--- src/rtl/spi_cmd_decoder.sv ---
// SPI command decoder: frames bytes by chip select and runs auto-incrementing register reads/writes.
// States: IDLE (wait for fresh ncs fall) | CMD (decode command) | READ (prefetch read data) | WRITE (store data).
module spi_cmd_decoder #(
  parameter int unsigned ADDR_W      = 7,
  parameter logic [7:0]  STATUS_BYTE = 8'hA5,
  parameter bit          AUTO_INC    = 1'b1
) (
  input  logic              clk,
  input  logic              rst,
  input  logic              ncs,
  input  logic              byte_done,
  input  logic [7:0]        byte_in,
  output logic [7:0]        byte_out,
  output logic [ADDR_W-1:0] reg_addr,
  output logic [7:0]        reg_wdata,
  output logic              reg_we,
  output logic              reg_re,
  input  logic [7:0]        reg_rdata,
  output logic              busy
);

  typedef enum logic [1:0] {S_IDLE, S_CMD, S_READ, S_WRITE} state_t;

  localparam logic [ADDR_W-1:0] ADDR_ONE = ADDR_W'(1);

  state_t            state_q, state_d;
  logic              ncs_m_q, ncs_m_d;
  logic              ncs_s_q, ncs_s_d;
  logic [1:0]        vld_q, vld_d;
  logic              armed_q, armed_d;
  logic              byte_done_q, byte_done_d;
  logic              rd_pend_q, rd_pend_d;
  logic [7:0]        byte_out_q, byte_out_d;
  logic [ADDR_W-1:0] reg_addr_q, reg_addr_d;
  logic [7:0]        reg_wdata_q, reg_wdata_d;
  logic              reg_we_q, reg_we_d;
  logic              reg_re_q, reg_re_d;
  logic              busy_q, busy_d;
  logic              byte_stb;

  always_comb begin
    state_d     = state_q;
    ncs_m_d     = ncs;
    ncs_s_d     = ncs_m_q;
    vld_d       = {vld_q[0], 1'b1};
    armed_d     = armed_q;
    byte_done_d = byte_done;
    rd_pend_d   = reg_re_q;
    byte_out_d  = byte_out_q;
    reg_addr_d  = reg_addr_q;
    reg_wdata_d = reg_wdata_q;
    reg_we_d    = 1'b0;
    reg_re_d    = 1'b0;
    busy_d      = ~ncs_s_q;
    byte_stb    = byte_done & ~byte_done_q;

    if (AUTO_INC && reg_we_q)
      reg_addr_d = reg_addr_q + ADDR_ONE;

    case (state_q)
      S_IDLE: begin
        byte_out_d = STATUS_BYTE;
        // Arm only once a genuine high ncs has passed the synchroniser, so ncs
        // held low across reset does not look like a new transaction.
        armed_d = armed_q | (vld_q[1] & ncs_s_q);
        if (armed_q && !ncs_s_q) begin
          state_d = S_CMD;
          armed_d = 1'b0;
        end
      end
      S_CMD: begin
        byte_out_d = STATUS_BYTE;
        if (byte_stb) begin
          reg_addr_d = byte_in[ADDR_W-1:0];
          if (byte_in[7]) begin
            state_d  = S_READ;
            reg_re_d = 1'b1;
          end else begin
            state_d = S_WRITE;
          end
        end
      end
      S_READ: begin
        if (rd_pend_q)
          byte_out_d = reg_rdata;
        if (byte_stb) begin
          if (AUTO_INC)
            reg_addr_d = reg_addr_q + ADDR_ONE;
          reg_re_d = 1'b1;
        end
      end
      S_WRITE: begin
        byte_out_d = STATUS_BYTE;
        if (byte_stb) begin
          reg_wdata_d = byte_in;
          reg_we_d    = 1'b1;
        end
      end
      default: state_d = S_IDLE;
    endcase

    // A strobe in the same cycle is still honoured above before leaving.
    if (state_q != S_IDLE && ncs_s_q) begin
      state_d    = S_IDLE;
      byte_out_d = STATUS_BYTE;
    end
  end

  always_ff @(posedge clk or posedge rst) begin
    if (rst) begin
      state_q     <= S_IDLE;
      ncs_m_q     <= 1'b1;
      ncs_s_q     <= 1'b1;
      vld_q       <= 2'b00;
      armed_q     <= 1'b0;
      byte_done_q <= 1'b0;
      rd_pend_q   <= 1'b0;
      byte_out_q  <= STATUS_BYTE;
      reg_addr_q  <= '0;
      reg_wdata_q <= '0;
      reg_we_q    <= 1'b0;
      reg_re_q    <= 1'b0;
      busy_q      <= 1'b0;
    end else begin
      state_q     <= state_d;
      ncs_m_q     <= ncs_m_d;
      ncs_s_q     <= ncs_s_d;
      vld_q       <= vld_d;
      armed_q     <= armed_d;
      byte_done_q <= byte_done_d;
      rd_pend_q   <= rd_pend_d;
      byte_out_q  <= byte_out_d;
      reg_addr_q  <= reg_addr_d;
      reg_wdata_q <= reg_wdata_d;
      reg_we_q    <= reg_we_d;
      reg_re_q    <= reg_re_d;
      busy_q      <= busy_d;
    end
  end

  assign byte_out  = byte_out_q;
  assign reg_addr  = reg_addr_q;
  assign reg_wdata = reg_wdata_q;
  assign reg_we    = reg_we_q;
  assign reg_re    = reg_re_q;
  assign busy      = busy_q;

endmodule

--- config.mk ---
export PLATFORM = sky130hd
export DESIGN_NAME = spi_cmd_decoder
export DESIGN_NICKNAME = d
export VERILOG_FILES = /design/src/rtl/spi_cmd_decoder.sv
export SDC_FILE = /design/constraint.sdc
export NUM_CORES = 1
export LEC_CHECK = 0
export BUFFER_PORTS_ARGS = -buffer_cell sky130_fd_sc_hd__clkbuf_2
export CORE_MARGIN = 2
export CORE_UTILIZATION = 55
export CTS_CLUSTER_DIAMETER = 200
export DETAILED_ROUTE_END_ITERATION = 16
export GPL_TIMING_DRIVEN = 0
export HOLD_SLACK_MARGIN = 0.03
export PLACE_DENSITY = 0.9
export SKIP_CTS_REPAIR_TIMING = 1
export SLEW_MARGIN = 20
export SYNTH_ARGS = -nofsm -noshare
export SYNTH_HDL_FRONTEND = slang
export SYNTH_SLANG_ARGS = --single-unit
--- constraint.sdc ---
create_clock -name clk -period 2.63 [get_ports clk]
set_input_delay 0 -clock clk [delete_from_list [all_inputs] [get_ports clk]]
set_output_delay 0 -clock clk [all_outputs]
set_load 0.02 [all_outputs]
==> results.py, run 1 <==
metrics = {
    "finish": {
        "finalNonFillerCells": 261,
        "final_core_util_pct": 73.6,
        "fillerInstances": 197,
        "final_common_cell": "clkbuf_2",
        "diodes": 0,
        "multiInputGateArea_um2": 746,
        "drive_gt1_share_pct": 30.3,
        "syn2layout_area_growth_pct": 29.8,
        "final_cell_mix": "clkbuf_2 (45), dfrtp_1 (29), dlygate4sd3_1 (19)",
        "finalNetCount": 253,
        "regArea_um2": 883,
    },
    "worst_setup_path": {
        "crit_type": "reg2reg",
        "rr_startpoint": "state_q[1]",
        "slowest_stage": "dfrtp_1",
        "worstPathRequired_ps": 2880,
        "ff2ff_path_depth": 7,
        "path_cells": "inv_1 -> ha_1 -> buf_2 -> nor2b_1 -> a31oi_1 -> o32ai_1 -> a211oi_1",
        "cp-end-kind": "flop",
        "max_stage_delay_ps": 490,
        "cp_max_fo": 10,
        "cp-start-kind": "flop",
        "critPathArrivalTime_ps": 2270,
        "r2r-end": "reg_addr[5]",
        "reg2reg_slack_ps": 610,
    },
    "clocking": {
        "htreeDepth": 2,
        "cts_sinks": 35,
        "path_clk_slew_ps": 110,
        "cts_tree": "yes",
        "clock_path_buffers": 2,
        "numCtsBuffers": 5,
        "cts-root-buf": "clkbuf_4",
        "clk_latency_ps": 330,
    },
    "floorplanning": {
        "die_h_um": 59.6,
        "pin_count": 46,
        "die_area_mm2": 0.00356,
        "core_mm2": 0.00300,
        "die_width_um": 59.6,
        "start_util_pct": 56.7,
        "rows": 20,
    },
    "power_and_ir_drop": {
        "peakVddDrop_v": 0.000522,
        "leakage_nw": 1.03,
        "powerDensity_mw_per_mm2": 837,
        "totalPowerFinal_mw": 1.85,
    },
    "placed_design": {
        "portBuffers": 45,
        "dpl.cell_count": 234,
        "place_congestion": 0.882,
        "dp_hpwl_mm": 2.50,
    },
    "routing": {
        "drtAntennaViolNets": 0,
        "firstDrtPassIters": 4,
        "drcViolationCount": 0,
        "drt_iter0_drc": 39,
        "top_layer": "met4",
        "dr_wl_met3_um": 212,
        "drt-met1-wl_mm": 1.61,
        "viasPerCell": 5.62,
        "met2WireLength_mm": 1.92,
        "routed_wl_mm": 3.83,
        "wire_per_inst_um": 14.7,
        "dr_total_vias": 1467,
    },
    "global_route": {
        "grt_max_degree": 36,
        "grt_pass1_vias": 1246,
        "grt.overflow.total": 0,
        "grtUsageTotal_pct": 20.3,
        "grt_pass1_wl_mm": 5.31,
        "antenna_found_initial": 0,
    },
    "synthesis": {
        "ys_seq_area_share_pct": 51.9,
        "syn_area_mm2": 0.00170,
        "synthArstFlopShare_pct": 100,
        "synth_fp_nets": 182,
        "ys.flop_type": "dfrtp_1",
        "syn_avg_cell_area_um2": 10.9,
        "synth.distinct_cells": 38,
        "ys_ff_latch": 35,
        "syn_inst": 156,
        "yosys_warnings": 0,
        "synth_edf_count": 0,
    },
    "sta": {
        "post-route-min-period_ps": 2020,
        "relSlewSlack_pct": 52.6,
        "period_share_pct": 76.8,
        "totalNegativeSetupSlack_ps": 0,
        "rsz0062_at_grt": "false",
        "worst_slew_pin_slew_ps": 711,
        "hold_viol": 0,
        "drv_slew": 0,
        "setup_viol": 0,
        "fmax_mhz": 495,
        "clock_skew_ps": 16.6,
    },
    "min_path": {
        "hold_depth": 2,
        "min_to": "ncs_m_q",
        "min_from": "ncs",
        "hold_class": "in2reg",
    },
    "status": {
        "status": "complete, no violations",
    },
    "flow_run": {
        "cap_viol_max_count": 0,
    },
}
-- report_power, final --
part | leakage, nW | total, mW | internal [mW] | switching [mW]
clock | 0.0293 | 0.273 | 0.104 | 0.169
sequential | 0.442 | 0.777 | 0.666 | 0.111
combinational | 0.559 | 0.800 | 0.311 | 0.489
-- worst max-delay path by stage --
stage                          start          end  cells after the start
after detailed placement  state_q[1]  reg_addr[5]                      7
after floorplan           state_q[1]  reg_addr[5]                      7
after global placement    state_q[1]  reg_addr[5]                      7
final                     state_q[1]  reg_addr[5]                      7
after global routing      state_q[1]  reg_addr[5]                      7
after CTS                 state_q[1]  reg_addr[5]                      7
-- sequential cells by signal (all words and copies together), names as in the netlist --
name,count
byte_out,8
reg_wdata,8
reg_addr,7
state_q,2
vld_q,2
armed_q,1
busy,1
byte_done_q,1
ncs_m_q,1
ncs_s_q,1
rd_pend_q,1
reg_re,1
reg_we,1
-- through the flow --
step           hold WS (ps)  worst slack (ps)  instance area (um^2)
3_3_place_gp           88.9               763                  1970
3_5_place_dp           89.2               698                  1970
5_1_grt                 272               475                  2210
6_report                299               609                  2210
4_1_cts                -266               700                  2020
2_1_floorplan          4.48               958                  1700
-- metal layers --
layer,global-route usage [%],up-vias
met5,0,-
met4,8.89,0
met3,5.24,8
met2,32.6,58
met1,25.6,692
li1,-,709
-- cells in the mapped netlist (all sizes together), types with 3 or more instances --
master  number  area, um^2
mux2         7        78.8
buf          5        25.0
a211oi       3        27.5
o21ai       13        65.1
a21oi        6        30.0
xnor2        3        26.3
nor3b        3        22.5
nand2        9        33.8
nand4        3        18.8
nand3        5        25.0
ha           6        75.1
dfrtp       29         726
inv         10        37.5
a22o         4        35.0
clkbuf       3        11.3
a32oi        3        26.3
nor2         7        26.3
dfstp        6         158
o22a         4        35.0
-- kinds of logic after synthesis --
group	share of synthesized area, %
AOI/OAI and AO/OA	19.3
xor gates and xnor gates	2.57
adders and majority gates	4.41
buffers and inverters	4.34
DFF	51.9
muxes	5.22
other	0.220
and+or+nand+nor	12.1
-- critical path: cells and delay by family, from the launching register on --
kind	cells	cell delay [ps]
adders and majority gates	1	280
buffers and inverters	2	290
AOI/OAI and AO/OA	3	700
and+or+nand+nor	1	170
DFF	1	490
-- final cells by class --
class                      instances  area share (%)
buffer                             8            1.64
clock buffer                       7            2.04
clock inverter                     1           0.227
inverter                          10            1.70
multi-input combinational        103            33.7
sequential                        35            40.0
tap                               33            1.87
timing repair buffer              64            18.8
(Power assumes the default switching activity.)
==> run 2: changes to the inputs <==
--- a/config.mk
+++ b/config.mk
@@ -7,12 +7,12 @@
 export LEC_CHECK = 0
 export BUFFER_PORTS_ARGS = -buffer_cell sky130_fd_sc_hd__clkbuf_2
 export CORE_MARGIN = 2
-export CORE_UTILIZATION = 55
+export CORE_UTILIZATION = 51
 export CTS_CLUSTER_DIAMETER = 200
 export DETAILED_ROUTE_END_ITERATION = 16
 export GPL_TIMING_DRIVEN = 0
 export HOLD_SLACK_MARGIN = 0.03
-export PLACE_DENSITY = 0.9
+export PLACE_DENSITY = 0.85
 export SKIP_CTS_REPAIR_TIMING = 1
 export SLEW_MARGIN = 20
 export SYNTH_ARGS = -nofsm -noshare
==> constraint.sdc (replaced) <==
create_clock -name clk -period 1.96 [get_ports clk]
set_input_delay 0 -clock clk [delete_from_list [all_inputs] [get_ports clk]]
set_output_delay 0 -clock clk [all_outputs]
set_load 0.02 [all_outputs]
==> run 2 against run 1 <==
Sequential share of layout area shrank 0.79 points. Maximum frequency grew 8.1%. Register-to-register slack lost 520 ps. Final area grew 2.2%. Final cell count grew 4.2%. Clock skew shrank 11 ps. Non-clock buffer count is the same. Via count grew 1.1%. Clock power grew 56%. Combinational power grew 39%. Highest routed layer unchanged.
==> results.py, run 2 (synthesis gave the netlist of run 1 again) <==
metrics = {
    "finish": {
        "diodes": 0,
        "stdcell_area_mm2": 0.00226,
        "final_cell_mix": "clkbuf_2 (46), dfrtp_1 (28), dlygate4sd3_1 (19)",
        "syn2layout_area_growth_pct": 32.5,
        "finalNetCount": 253,
        "final_common_cell": "clkbuf_2",
        "drive_gt1_share_pct": 32.9,
    },
    "placed_design": {
        "place_area_mm2": 0.00198,
        "place_congestion": 0.890,
        "portBuffers": 45,
        "place_ws_ps": 69.4,
        "dp_hpwl_mm": 2.56,
    },
    "status": {
        "status": "complete, no violations",
    },
    "power_and_ir_drop": {
        "totalPowerFinal_mw": 2.58,
        "powerDensity_mw_per_mm2": 1140,
        "leakage_nw": 1.04,
        "peakVddDrop_v": 0.000648,
    },
    "worst_setup_path": {
        "startpoint": "state_q[0]",
        "critPathArrivalTime_ps": 2100,
        "cp_max_fo": 10,
        "slowest_stage": "dfrtp_1",
        "cp-end-kind": "flop",
        "path_cells": "inv_1 -> ha_1 -> buf_2 -> nor2b_1 -> a31oi_2 -> nor3b_1 -> a211oi_2",
        "worstPathRequired_ps": 2190,
        "crit_type": "reg2reg",
        "max_stage_delay_ps": 410,
        "rr_startpoint": "state_q[0]",
        "cp-start-kind": "flop",
    },
    "clocking": {
        "clock_path_buffers": 2,
        "numCtsBuffers": 5,
        "cts_tree": "yes",
        "cts-root-buf": "clkbuf_4",
        "htreeDepth": 2,
        "clk_latency_ps": 350,
        "cts_sinks": 35,
        "path_clk_slew_ps": 110,
    },
    "floorplanning": {
        "die_width_um": 61.8,
        "rows": 20,
        "pin_count": 46,
        "start_util_pct": 54.9,
        "core_mm2": 0.00310,
        "die_h_um": 61.8,
        "die_area_mm2": 0.00382,
    },
    "sta": {
        "post-route-min-period_ps": 1870,
        "worst_slack_ps": 91.0,
        "worst_slew_pin_slew_ps": 686,
        "holdWs_ps": 270,
        "drv_slew": 0,
        "hold_viol": 0,
        "clock_skew_ps": 5.66,
        "period_share_pct": 95.4,
        "setup_viol": 0,
        "fmax_mhz": 535,
        "relSlewSlack_pct": 54.2,
    },
    "routing": {
        "wire_per_inst_um": 14.3,
        "routed_wl_mm": 3.88,
        "dr_total_vias": 1483,
        "drt-met1-wl_mm": 1.71,
        "met2WireLength_mm": 1.86,
        "top_layer": "met4",
        "drtAntennaViolNets": 0,
        "drcViolationCount": 0,
        "firstDrtPassIters": 4,
        "dr_wl_met3_um": 191,
        "viasPerCell": 5.45,
        "drt_iter0_drc": 95,
    },
    "global_route": {
        "grt_pass1_wl_mm": 5.64,
        "grtUsageTotal_pct": 20.5,
        "grt_pass1_vias": 1224,
        "antenna_found_initial": 0,
        "grt_max_degree": 36,
        "grt.overflow.total": 0,
    },
    "flow_run": {
        "cap_viol_max_count": 0,
    },
    "min_path": {
        "hold_class": "in2reg",
        "min_from": "ncs",
    },
}
[run 2: cell counts in the layout (fill, tap and decap cells not counted)]
Identical to the previous run, type by type.
[run 2: per-layer routing]
| metal | vias to the layer above | track usage (%) |
|---|---|---|
| li1 | 712 | - |
| met1 | 708 | 28.4 |
| met2 | 51 | 31.1 |
| met3 | 12 | 5.80 |
| met4 | 0 | 7.29 |
| met5 | - | 0 |
[run 2: critical path: cells and delay by family (launching register included)]
family | cells | cell delay [ps]
simple gates | 2 | 570
fa+ha+maj | 1 | 290
compound gates | 2 | 140
flops | 1 | 410
buf+inv | 2 | 350
[run 2: power by group]
group          total [mW]  switching (mW)  leakage, nW  internal (mW)
combinational        1.11           0.673        0.566          0.433
sequential           1.05           0.156        0.440          0.895
clock               0.427           0.249       0.0355          0.178
total                2.58            1.08         1.04           1.51
[run 2: final timing paths]
kind,to,slack [ps],cells past startpoint
worst max-delay path,reg_addr[6],90,7
worst min-delay path,ncs_m_q,270,2
worst max register to register,reg_addr[6],90,7
worst min register to register,vld_q[1],360,0
max in group asynchronous,state_q[1],1160,3
min in group asynchronous,vld_q[0],320,3
[run 2: layout make-up]
type                       count  area (um^2)
inverter                      10         37.5
multi-input combinational    103          763
buffer                         8         37.5
timing repair buffer          64          415
clock buffer                   7         55.1
fill                         235          846
tap                           44         55.1
clock inverter                 1         8.76
sequential                    35          885
[run 2: per-stage QoR]
stage	instances	utilization [%]	TNS, ps
2_1_floorplan	156	-	0
5_1_grt	272	72.7	-19.8
3_3_place_gp	245	63.9	0
3_5_place_dp	245	63.9	0
6_report	272	72.7	0
4_1_cts	253	66.0	0
